## src/rtl/sa_ctrl_if.sv

```systemverilog
// Command and result-stream bundle between the tile controller and sa_ctrl.
// The master side issues start/k_len and consumes result rows; the slave
// side (sa_ctrl) reports busy/done and presents rows with valid/ready.
interface sa_ctrl_if #(
  parameter int N   = 4,
  parameter int ACC = 32,
  parameter int KW  = 8,
  parameter int RW  = 2
);
  logic             start;
  logic [KW-1:0]    k_len;
  logic             busy;
  logic             done;
  logic [N*ACC-1:0] res_row;
  logic             res_valid;
  logic             res_ready;
  logic [RW-1:0]    res_idx;

  modport master (
    output start, k_len, res_ready,
    input  busy, done, res_row, res_valid, res_idx
  );

  modport slave (
    input  start, k_len, res_ready,
    output busy, done, res_row, res_valid, res_idx
  );
endinterface

```

## src/rtl/sa_ctrl.sv

```systemverilog
// Sequencer for an N x N output-stationary systolic MAC array: clears the
// accumulators, drives skewed operand indices to the edge feeders for the
// exact compute window, then streams the N result rows out.
//
// state   | meaning
// --------+-----------------------------------------------------------
// IDLE    | waiting for start; k_len latched on acceptance
// CLEAR   | one cycle of array accumulator clear (arr_rst_n low)
// FEED    | arr_en high, t counts 0 .. kl+2N-3, operands skewed per lane
// READOUT | row r presented on res_row until handshaken, r = 0 .. N-1
// DONE    | one-cycle done pulse, then back to IDLE
module sa_ctrl #(
  parameter int N    = 4,
  parameter int ACC  = 32,
  parameter int KMAX = 255,
  parameter int KW   = $clog2(KMAX+1),
  parameter int RW   = $clog2(N)
) (
  input  logic               clk,
  input  logic               rst_n,
  sa_ctrl_if.slave           cmd,
  output logic               arr_rst_n,
  output logic               arr_en,
  output logic [N-1:0]       a_valid,
  output logic [N*KW-1:0]    a_idx,
  output logic [N-1:0]       b_valid,
  output logic [N*KW-1:0]    b_idx,
  input  logic [N*N*ACC-1:0] acc_flat
);

  // t must reach kl + 2N - 3 without wrapping for any kl <= KMAX
  localparam int TW = KW + RW + 1;

  typedef enum logic [2:0] {
    S_IDLE,
    S_CLEAR,
    S_FEED,
    S_READOUT,
    S_DONE
  } state_t;

  state_t        r_state, w_state_nxt;
  logic [TW-1:0] r_t, w_t_nxt;
  logic [KW-1:0] r_kl, w_kl_nxt;
  logic [RW-1:0] r_r, w_r_nxt;
  logic [TW-1:0] w_t_last;

  // Last FEED cycle: the final operand reaches PE(N-1,N-1) at kl-1+2(N-1)
  assign w_t_last = TW'(r_kl) + TW'(2*N-3);

  // State and counter registers, synchronous active-low reset
  always_ff @(posedge clk) begin
    if (!rst_n) begin
      r_state <= S_IDLE;
      r_t     <= '0;
      r_kl    <= '0;
      r_r     <= '0;
    end else begin
      r_state <= w_state_nxt;
      r_t     <= w_t_nxt;
      r_kl    <= w_kl_nxt;
      r_r     <= w_r_nxt;
    end
  end

  // Next-state and counter update
  always_comb begin
    w_state_nxt = r_state;
    w_t_nxt     = r_t;
    w_kl_nxt    = r_kl;
    w_r_nxt     = r_r;
    unique case (r_state)
      S_IDLE: begin
        if (cmd.start) begin
          w_kl_nxt    = cmd.k_len;
          w_state_nxt = S_CLEAR;
        end
      end
      S_CLEAR: begin
        w_t_nxt = '0;
        w_r_nxt = '0;
        if (r_kl == '0) w_state_nxt = S_READOUT;
        else            w_state_nxt = S_FEED;
      end
      S_FEED: begin
        if (r_t == w_t_last) begin
          w_r_nxt     = '0;
          w_state_nxt = S_READOUT;
        end else begin
          w_t_nxt = r_t + 1'b1;
        end
      end
      S_READOUT: begin
        if (cmd.res_ready) begin
          if (r_r == RW'(N-1)) w_state_nxt = S_DONE;
          else                 w_r_nxt     = r_r + 1'b1;
        end
      end
      S_DONE: begin
        w_state_nxt = S_IDLE;
      end
      default: begin
        w_state_nxt = S_IDLE;
      end
    endcase
  end

  // Status, array control and result-stream outputs decoded from state
  always_comb begin
    cmd.busy      = (r_state != S_IDLE);
    cmd.done      = (r_state == S_DONE);
    arr_rst_n     = (r_state != S_CLEAR);
    arr_en        = (r_state == S_FEED);
    cmd.res_valid = (r_state == S_READOUT);
    cmd.res_idx   = '0;
    cmd.res_row   = '0;
    if (r_state == S_READOUT) begin
      cmd.res_idx = r_r;
      cmd.res_row = acc_flat[int'(r_r)*N*ACC +: N*ACC];
    end
  end

  // Operand skew: lane i carries operand index t-i while 0 <= t-i < kl
  always_comb begin
    a_valid = '0;
    a_idx   = '0;
    for (int i = 0; i < N; i++) begin
      logic [TW-1:0] lane_t;
      lane_t = r_t - TW'(i);
      if ((r_state == S_FEED) && (r_t >= TW'(i)) && (lane_t < TW'(r_kl))) begin
        a_valid[i]          = 1'b1;
        a_idx[i*KW +: KW]   = lane_t[KW-1:0];
      end
    end
  end

  // Rows and columns share the same skew schedule
  assign b_valid = a_valid;
  assign b_idx   = a_idx;

endmodule

```

## src/flat_wrapper.sv

```systemverilog
// flat-port wrapper written by rule: the top's interface ports become plain ports
module sa_ctrl_flat 
#(
  parameter int N    = 4,
  parameter int ACC  = 32,
  parameter int KMAX = 255,
  parameter int KW   = $clog2(KMAX+1),
  parameter int RW   = $clog2(N)
)
  (clk, rst_n, arr_rst_n, arr_en, a_valid, a_idx, b_valid, b_idx, acc_flat, cmd_start, cmd_k_len, cmd_res_ready, cmd_busy, cmd_done, cmd_res_row, cmd_res_valid, cmd_res_idx);
  sa_ctrl_if #(.N(N), .ACC(ACC), .KW(KW), .RW(RW)) cmd_i ();
  input  logic clk;
  input  logic rst_n;
  output logic arr_rst_n;
  output logic arr_en;
  output logic [N-1:0] a_valid;
  output logic [N*KW-1:0] a_idx;
  output logic [N-1:0] b_valid;
  output logic [N*KW-1:0] b_idx;
  input  logic [N*N*ACC-1:0] acc_flat;
  input wire logic [$bits(cmd_i.start)-1:0] cmd_start;
  input wire logic [$bits(cmd_i.k_len)-1:0] cmd_k_len;
  input wire logic [$bits(cmd_i.res_ready)-1:0] cmd_res_ready;
  output wire logic [$bits(cmd_i.busy)-1:0] cmd_busy;
  output wire logic [$bits(cmd_i.done)-1:0] cmd_done;
  output wire logic [$bits(cmd_i.res_row)-1:0] cmd_res_row;
  output wire logic [$bits(cmd_i.res_valid)-1:0] cmd_res_valid;
  output wire logic [$bits(cmd_i.res_idx)-1:0] cmd_res_idx;
  assign cmd_i.start = cmd_start;
  assign cmd_i.k_len = cmd_k_len;
  assign cmd_i.res_ready = cmd_res_ready;
  assign cmd_busy = cmd_i.busy;
  assign cmd_done = cmd_i.done;
  assign cmd_res_row = cmd_i.res_row;
  assign cmd_res_valid = cmd_i.res_valid;
  assign cmd_res_idx = cmd_i.res_idx;
  sa_ctrl #(.N(N), .ACC(ACC), .KMAX(KMAX), .KW(KW), .RW(RW)) u_core (.clk(clk), .rst_n(rst_n), .cmd(cmd_i), .arr_rst_n(arr_rst_n), .arr_en(arr_en), .a_valid(a_valid), .a_idx(a_idx), .b_valid(b_valid), .b_idx(b_idx), .acc_flat(acc_flat));
endmodule
```

## config.mk

```make
export PLATFORM = sky130hd
export DESIGN_NAME = sa_ctrl_flat
export DESIGN_NICKNAME = d
export VERILOG_FILES = /design/src/rtl/sa_ctrl_if.sv /design/src/rtl/sa_ctrl.sv /design/src/flat_wrapper.sv
export SDC_FILE = /design/constraint.sdc
export NUM_CORES = 1
export LEC_CHECK = 0
export BUFFER_PORTS_ARGS = -buffer_cell sky130_fd_sc_hd__buf_2
export CAP_MARGIN = 0
export CELL_PAD_IN_SITES_DETAIL_PLACEMENT = 1
export CELL_PAD_IN_SITES_GLOBAL_PLACEMENT = 1
export CORE_AREA = 2 2 287 289
export DETAILED_ROUTE_END_ITERATION = 16
export DIE_AREA = 0 0 289 291
export PLACE_DENSITY = 0.49
export SYNTH_ARGS = -nofsm -noshare
export SYNTH_HDL_FRONTEND = slang
export SYNTH_SLANG_ARGS = --single-unit
export TNS_END_PERCENT = 20
```

## constraint.sdc

```tcl
create_clock -name clk -period 4.5 [get_ports clk]
set_input_delay 1.35 -clock clk [delete_from_list [all_inputs] [get_ports clk]]
set_output_delay 1.35 -clock clk [all_outputs]
set_load 0.02 [all_outputs]
```

==> out/qor.yml, run 1 <==
run_status:
  outcome: "finished clean"
detailed_routing:
  vias_per_cell: 3.77
  drt_iter0_markers: 447
  drc: 0
  via_count: 9404
  drtPass1Iterations: 4
  detail-route-antenna-nets: 0
  wire_per_inst_um: 29.8
  drt_wl_total_mm: 74.3
synth:
  ys_seq_elements: 24
  netlist_area_mm2: 0.00708
  syn_nets: 1299
  yosysWarnings: 0
  ys.flop_type: "dfxtp_1"
  synth-seq-area-share: 0.0678
  postSynthAreaPerCell_um2: 9.64
  synth.top_cell.area_share: 0.407
  synthCells: 735
  synthTopCellsByArea: "mux4_2 (41%), and2_1 (13%), ha_1 (7.1%)"
  yosys.area.top_type: "mux4_2"
  synth_edf_count: 0
  synthArstFlopShare: 0
  synth_cell_type_count: 59
cells_and_area:
  finalNetCount: 1969
  fin_cells: 2496
  fin_area_mm2: 0.0123
  area_growth_pct: 73.1
  fin_util: 0.151
  drive_gt1_frac: 0.670
grt:
  grt_pass1_vias: 9913
  grt_antenna_before_repair: 77
  grt_overflow_total: 0
  grt_pass1_wl_mm: 95.3
  grt_max_degree: 64
  track_usage: 0.170
die:
  initial_core_util: 0.0872
  pin_count: 731
  dieArea_mm2: 0.0841
  die_w_um: 289
  core_area_mm2: 0.0812
  chipHeight_um: 291
  rows: 105
placed_design:
  dp.cells: 2469
  pre_cts_ws_ns: 0.127
  detailed_place_hpwl_mm: 68.2
  io_buffers: 730
  place_area_mm2: 0.0119
  place_congestion: 0.977
clock_network:
  cts_made_buffers: 3
  htreeDepth: 1
  cts-root-buf: "clkbuf_16"
  clockBufferDepth: 2
  tritoncts: "done"
  path_clk_slew_ns: 0.07
  clk_latency_ns: 0.27
  cts.sinks: 24
worst_setup_path:
  end_kind: "primary output"
  timing.rr.end: "u_core.r_t[5]"
  reg2reg_from: "u_core.r_kl[0]"
  reg2reg_depth: 8
  rrSetupSlack_ns: 1.65
  path_max_fanout: 5
  arrival_ns: 3.08
  required_ns: 3.15
  crit_start: "u_core.r_t[1]"
  cp-start-kind: "flop"
  crit_type: "reg2out"
pwr:
  power.internal_mw: 0.946
  ir_drop_mv: 0.131
  p_leak_nw: 5.75
  sequentialPowerShare: 0.141
  power_frac_clock: 0.110
  switchingPower_mw: 0.904
  power_density_mw_per_mm2: 151
  p_comb_frac: 0.749
  switching_share: 0.489
hold_path:
  min_path_cells: 2
  hold_start: "u_core.r_kl[7]"
  hold_end: "u_core.r_kl[7]"
  hold_path_class: "reg2reg"
timing:
  finalCritPeriodShare: 0.984
  fin_tns_setup_ns: 0
  finalWorstSetupSlack_ns: 0.0702
  slew_violations: 0
  rsz0062_at_grt: "yes"
  setup_viol: 0
  skew_ns: 0.00534
  hold_viol: 0
  max_freq_mhz: 226
  fin_crit_ns: 4.43
  slew_headroom: 0.534
  tightest_slew_ns: 0.700
flow_run:
  drv_cap: 0
layout make-up:
class | count | area [µm²]
diodes | 22 | 55.1
repair buffers | 770 | 4110
clock inverters | 1 | 3.75
flip-flops and latches | 24 | 488
multi-input cells | 582 | 6100
clock buffers | 3 | 75.1
well taps | 1070 | 1340
fillers | 9787 | 68900
inverters | 24 | 92.6
stage by stage:
step                hold slack [ns]  power [mW]
finish                        0.532        1.85
global route                  0.566        1.97
CTS                           0.537        1.86
detailed placement            0.529        1.65
global placement              0.509        1.64
floorplan                     0.474       0.935
cells by family after synthesis:
logic type,Yosys count,synth area share
DFF,24,0.0678
AOI/OAI and AO/OA,90,0.0924
adders and majority gates,40,0.0707
xor gates and xnor gates,23,0.0284
buffers and inverters,129,0.0901
muxes,129,0.409
and+or+nand+nor,300,0.241
how the worst max path moves through the flow:
stage                endpoint  slack, ns  depth (start not counted)
floorplan           b_idx[26]      -0.17                         12
global placement    b_idx[14]       0.20                         14
detailed placement  a_idx[26]       0.13                         13
CTS                 a_idx[15]      -0.02                         14
global route        a_idx[10]      -0.09                         14
finish              a_idx[10]       0.07                         14
power by group through the flow:
| stage | combinational, mW | clock [mW] | sequential (mW) |
|---|---|---|---|
| final | 1.38 | 0.204 | 0.261 |
| after CTS | 1.40 | 0.207 | 0.261 |
| after global routing | 1.49 | 0.213 | 0.266 |
| after detailed placement | 1.39 | 0 | 0.267 |
| after global placement | 1.38 | 0 | 0.265 |
| after floorplan | 0.686 | 0 | 0.249 |
repair_timing:
item,4_1_cts,5_1_grt
buffers inserted,0,1
hold buffers,0,0
endpoints found under the hold margin,0,0
setup endpoints to repair,24,40
gates resized for setup,8,43
pin swaps,0,3
synthesized netlist by cell type, types with 3 or more instances:
cell      count
a21o_1       13
nor3_1       19
a31oi_1       6
and2_1      143
nor2b_1      10
buf_2         9
inv_1        24
xor2_1       10
nand2b_1     10
nor3b_1       4
dfxtp_1      24
nand4_1       4
nor2_1       25
buf_4        36
nand2_1      42
or3_1         5
a21oi_1      15
a32o_1        3
and3_1        3
o21a_1        9
o21ai_0      14
clkbuf_1     49
buf_1        10
o31ai_2       5
xnor2_1      13
nor4_1        8
ha_1         40
mux4_2      128
nand3_1      15
layer usage:
metal | track usage | part of all wire
met1 | 0.196 | 0.39
met4 | 0.0513 | 0.026
met5 | 0 | 0.0016
met2 | 0.308 | 0.53
met3 | 0.0378 | 0.059
worst max-delay path, stage by stage, from the launching register on:
cell and delay, ns:
dfxtp_1 0.32, inv_2 0.11, ha_4 0.16, nand2b_1 0.08, or4_4 0.46, nand2b_4 0.16
nand2_1 0.07, nand2_2 0.06, ha_1 0.18, a211oi_1 0.16, o21ai_1 0.09, or3_4 0.45
buf_4 0.17, nor2b_1 0.14, buf_2 0.19
state kept, by name, indices dropped and copies added, names as in the netlist:
register / cells
u_core.r_r: 2
u_core.r_t: 11
u_core.r_kl: 8
u_core.r_state: 3
cell usage in the layout, fill, tap and decap left out, types with 7 or more instances in the layout:
cell        n
buf_6      11
inv_1      20
and2_1    143
o21ai_0    14
nand3_1    15
a21oi_1    14
buf_2     720
nor2_1     24
nand2b_1    9
a21o_1     13
buf_12      7
buf_4      32
mux4_2    128
xnor2_1    12
dfxtp_1    22
ha_1       38
o21a_1      9
nand2_1    41
nor3_1     17
xor2_1     10
diode_2    22
No activity file was read; power rests on OpenSTA's default activity.
==> inputs of run 2 (changes only) <==
Settings changed: ABC_AREA set to 1, CORE_AREA 2 2 287 289 to 2 2 281 283, DIE_AREA 0 0 289 291 to 0 0 283 285, PLACE_DENSITY 0.49 to 0.56, SLEW_MARGIN set to 20.
==> run 2 against run 1 <==
  * Cell count up 30%
  * Cell area up 1.8%
  * Die area down 4.1%
  * Maximum frequency up 1.6%
  * Critical endpoint is now a_idx[13]
  * Synthesized cell count up 110%
  * Critical path type unchanged
  * Synthesized area up 5.8%
  * Sequential share of layout area down 0.072 points
  * Sequential power up 66%
==> out/qor.yml, run 2 <==
timing:
  slew_headroom: 0.467
  setup_viol: 0
  max_freq_mhz: 229
  rsz0062_at_grt: "yes"
  fin_crit_ns: 4.36
  hold_viol: 0
  finalWorstSetupSlack_ns: 0.142
  finalCritPeriodShare: 0.969
  skew_ns: 0.00237
  slew_violations: 0
  tightest_slew_ns: 0.800
clock_network:
  path_clk_slew_ns: 0.06
  clk_latency_ns: 0.27
  clockBufferDepth: 2
  cts_made_buffers: 3
  htreeDepth: 1
  cts.sinks: 24
  holdBufCountCts: 0
  tritoncts: "done"
  cts-root-buf: "clkbuf_16"
cells_and_area:
  ff_latch_area_um2: 488
  finalNetCount: 2745
  fin_util: 0.160
  regMostFlops: "u_core.r_t"
  multi_input_area_mm2: 0.00612
  largest_register_ff_count: 11
  fin_area_mm2: 0.0125
  layout_commonest_cell: "buf_2"
  final_cell_mix: "buf_2 (727), nor2_1 (593), o21ai_0 (279)"
  drive_gt1_frac: 0.385
  area_growth_pct: 66.7
  reg_top3: "u_core.r_t (11), u_core.r_kl (8), u_core.r_state (3)"
  fill_cells: 10138
die:
  dieArea_mm2: 0.0807
  rows: 103
  initial_core_util: 0.0961
  pin_count: 731
  core_area_mm2: 0.0780
  chipHeight_um: 285
  die_w_um: 283
placed_design:
  io_buffers: 730
  place_congestion: 0.892
  pre_cts_ws_ns: 0.270
  detailed_place_hpwl_mm: 60.8
  place_area_mm2: 0.0122
grt:
  grt_antenna_before_repair: 55
  grt_overflow_total: 0
  grt_pass1_wl_mm: 95.2
  grt_pass1_vias: 12674
  grt_max_degree: 119
  track_usage: 0.164
synth:
  synth_edf_count: 0
  synth_compound_area_frac: 0.311
  postSynthAreaPerCell_um2: 4.88
  yosysWarnings: 0
  synth.top_cell.area_share: 0.302
  synthCells: 1536
  synth_common_cells: "nor2_1 (603), o21ai_0 (281), a21oi_1 (160)"
  yosys.area.top_type: "nor2_1"
  synth-xor-area-share: 0.0105
  synthArstFlopShare: 0
  muxShareOfSynthArea: 0
  syn_nets: 2100
  yosysMostFrequentCell: "nor2_1"
  synthSimpleGateAreaFrac: 0.415
  synthAdderAreaFrac: 0.0668
  synthTopCellsByArea: "nor2_1 (30%), o21ai_0 (19%), a21oi_1 (11%)"
  synth_cell_type_count: 40
  ys.flop_type: "dfxtp_1"
  ys_seq_elements: 24
  synth-seq-area-share: 0.0641
  synth_top_family_by_area: "simple AND/OR/NAND/NOR gates"
  netlist_area_mm2: 0.00749
pwr:
  p_leak_nw: 6.56
  ir_drop_mv: 0.208
  power_density_mw_per_mm2: 498
  power_mw: 6.21
worst_setup_path:
  crit_family: "simple AND/OR/NAND/NOR gates"
  path_cells: "inv_4 > ha_1 > nand2_2 > nand2_1 > o21ai_0 > and2_1 > inv_1 > ha_1 > nor3_2 > nand2_1 > a31oi_2 > nand4_4 > a21oi_4 > buf_4"
  slowest_stage: "dfxtp_1"
  worst-path-stages: 14
  end_kind: "primary output"
  rrSetupSlack_ns: 2.01
  required_ns: 3.15
  arrival_ns: 3.01
  cp-endpoint: "a_idx[13]"
  reg2reg_from: "u_core.r_kl[2]"
  path_max_fanout: 9
  reg2reg_depth: 13
  path_buf_inv: 3
  crit_start: "u_core.r_t[1]"
  cpPeakStageDelay_ns: 0.38
  crit_type: "reg2out"
  cp-start-kind: "flop"
  timing.rr.end: "u_core.r_t[9]"
hold_path:
  hold_path_class: "reg2reg"
detailed_routing:
  wire_per_inst_um: 21.7
  drtPass1Iterations: 4
  drt_wl_total_mm: 70.5
  detail-route-antenna-nets: 0
  via_count: 12918
  vias_per_cell: 3.97
  drt_iter0_markers: 578
  drc: 0
flow_run:
  drv_cap: 0
run_status:
  outcome: "finished clean"
[run 2: changes by cell type in the layout (fill, tap and decap cells not counted), sizes merged, moves of 18 or more]
cell	change
nor2	+582
nand2	+77
o21ai	+272
buf	+18
inv	+49
and2	-142
mux4	-128
a21oi	+145
[run 2: worst min-delay path by stage]
stage | start | end | slack (ns) | cells past startpoint
5_1_grt | u_core.r_t[10] | u_core.r_t[10] | 0.62 | 2
2_1_floorplan | u_core.r_kl[0] | u_core.r_kl[0] | 0.50 | 2
3_3_place_gp | u_core.r_t[10] | u_core.r_t[10] | 0.58 | 2
6_report | u_core.r_t[10] | u_core.r_t[10] | 0.60 | 2
3_5_place_dp | u_core.r_t[10] | u_core.r_t[10] | 0.58 | 2
4_1_cts | u_core.r_t[10] | u_core.r_t[10] | 0.59 | 2
[run 2: tightest hold or removal path, stage by stage, from the launching register on]
cell and delay, ns:
dfxtp_1 0.36, o21ai_1 0.15, nor2_1 0.04
[run 2: report_power, final]
group / switching [mW] / internal (mW)
sequential: 0.142 / 0.290
combinational: 3.76 / 1.82
clock: 0.0842 / 0.122
total: 3.98 / 2.23
[run 2: repair_timing]
action	in CTS	in global routing
gates resized for setup	1	31
buffers inserted	0	1
pin swaps	0	4
endpoints found under the setup margin	2	40
gates cloned	0	1
[run 2: per-stage QoR]
| stage | cells | setup TNS, ns | hold WS, ns |
|---|---|---|---|
| 6_report | 3252 | 0 | 0.600 |
| 5_1_grt | 3240 | -0.0536 | 0.620 |
| 4_1_cts | 3228 | 0 | 0.593 |
| 3_5_place_dp | 3224 | 0 | 0.576 |
| 3_3_place_gp | 3224 | 0 | 0.582 |
| 2_1_floorplan | 1536 | 0 | 0.500 |
[run 2: cells by family after synthesis]
kind of cell / count (synthesis)
AO/OA/AOI/OAI: 458
buffers and inverters: 222
XOR/XNOR: 9
adder cells (fa/ha/maj): 40
flip-flops: 24
AND/OR/NAND/NOR: 783
[run 2: routing by layer]
metal,vias up,GRT usage,routed length [µm]
met5,-,0,149
met4,22,0.0578,2720
met3,112,0.0352,4410
met2,517,0.291,34900
met1,5979,0.193,28300
li1,6288,-,-
[run 2: area by class of cell]
type                    instances  area share
clock buffers                   4     0.00631
multi-input cells            1291       0.490
repair buffers                788       0.331
diodes                         22     0.00441
inverters                      73      0.0235
well taps                    1050       0.105
flip-flops and latches         24      0.0391
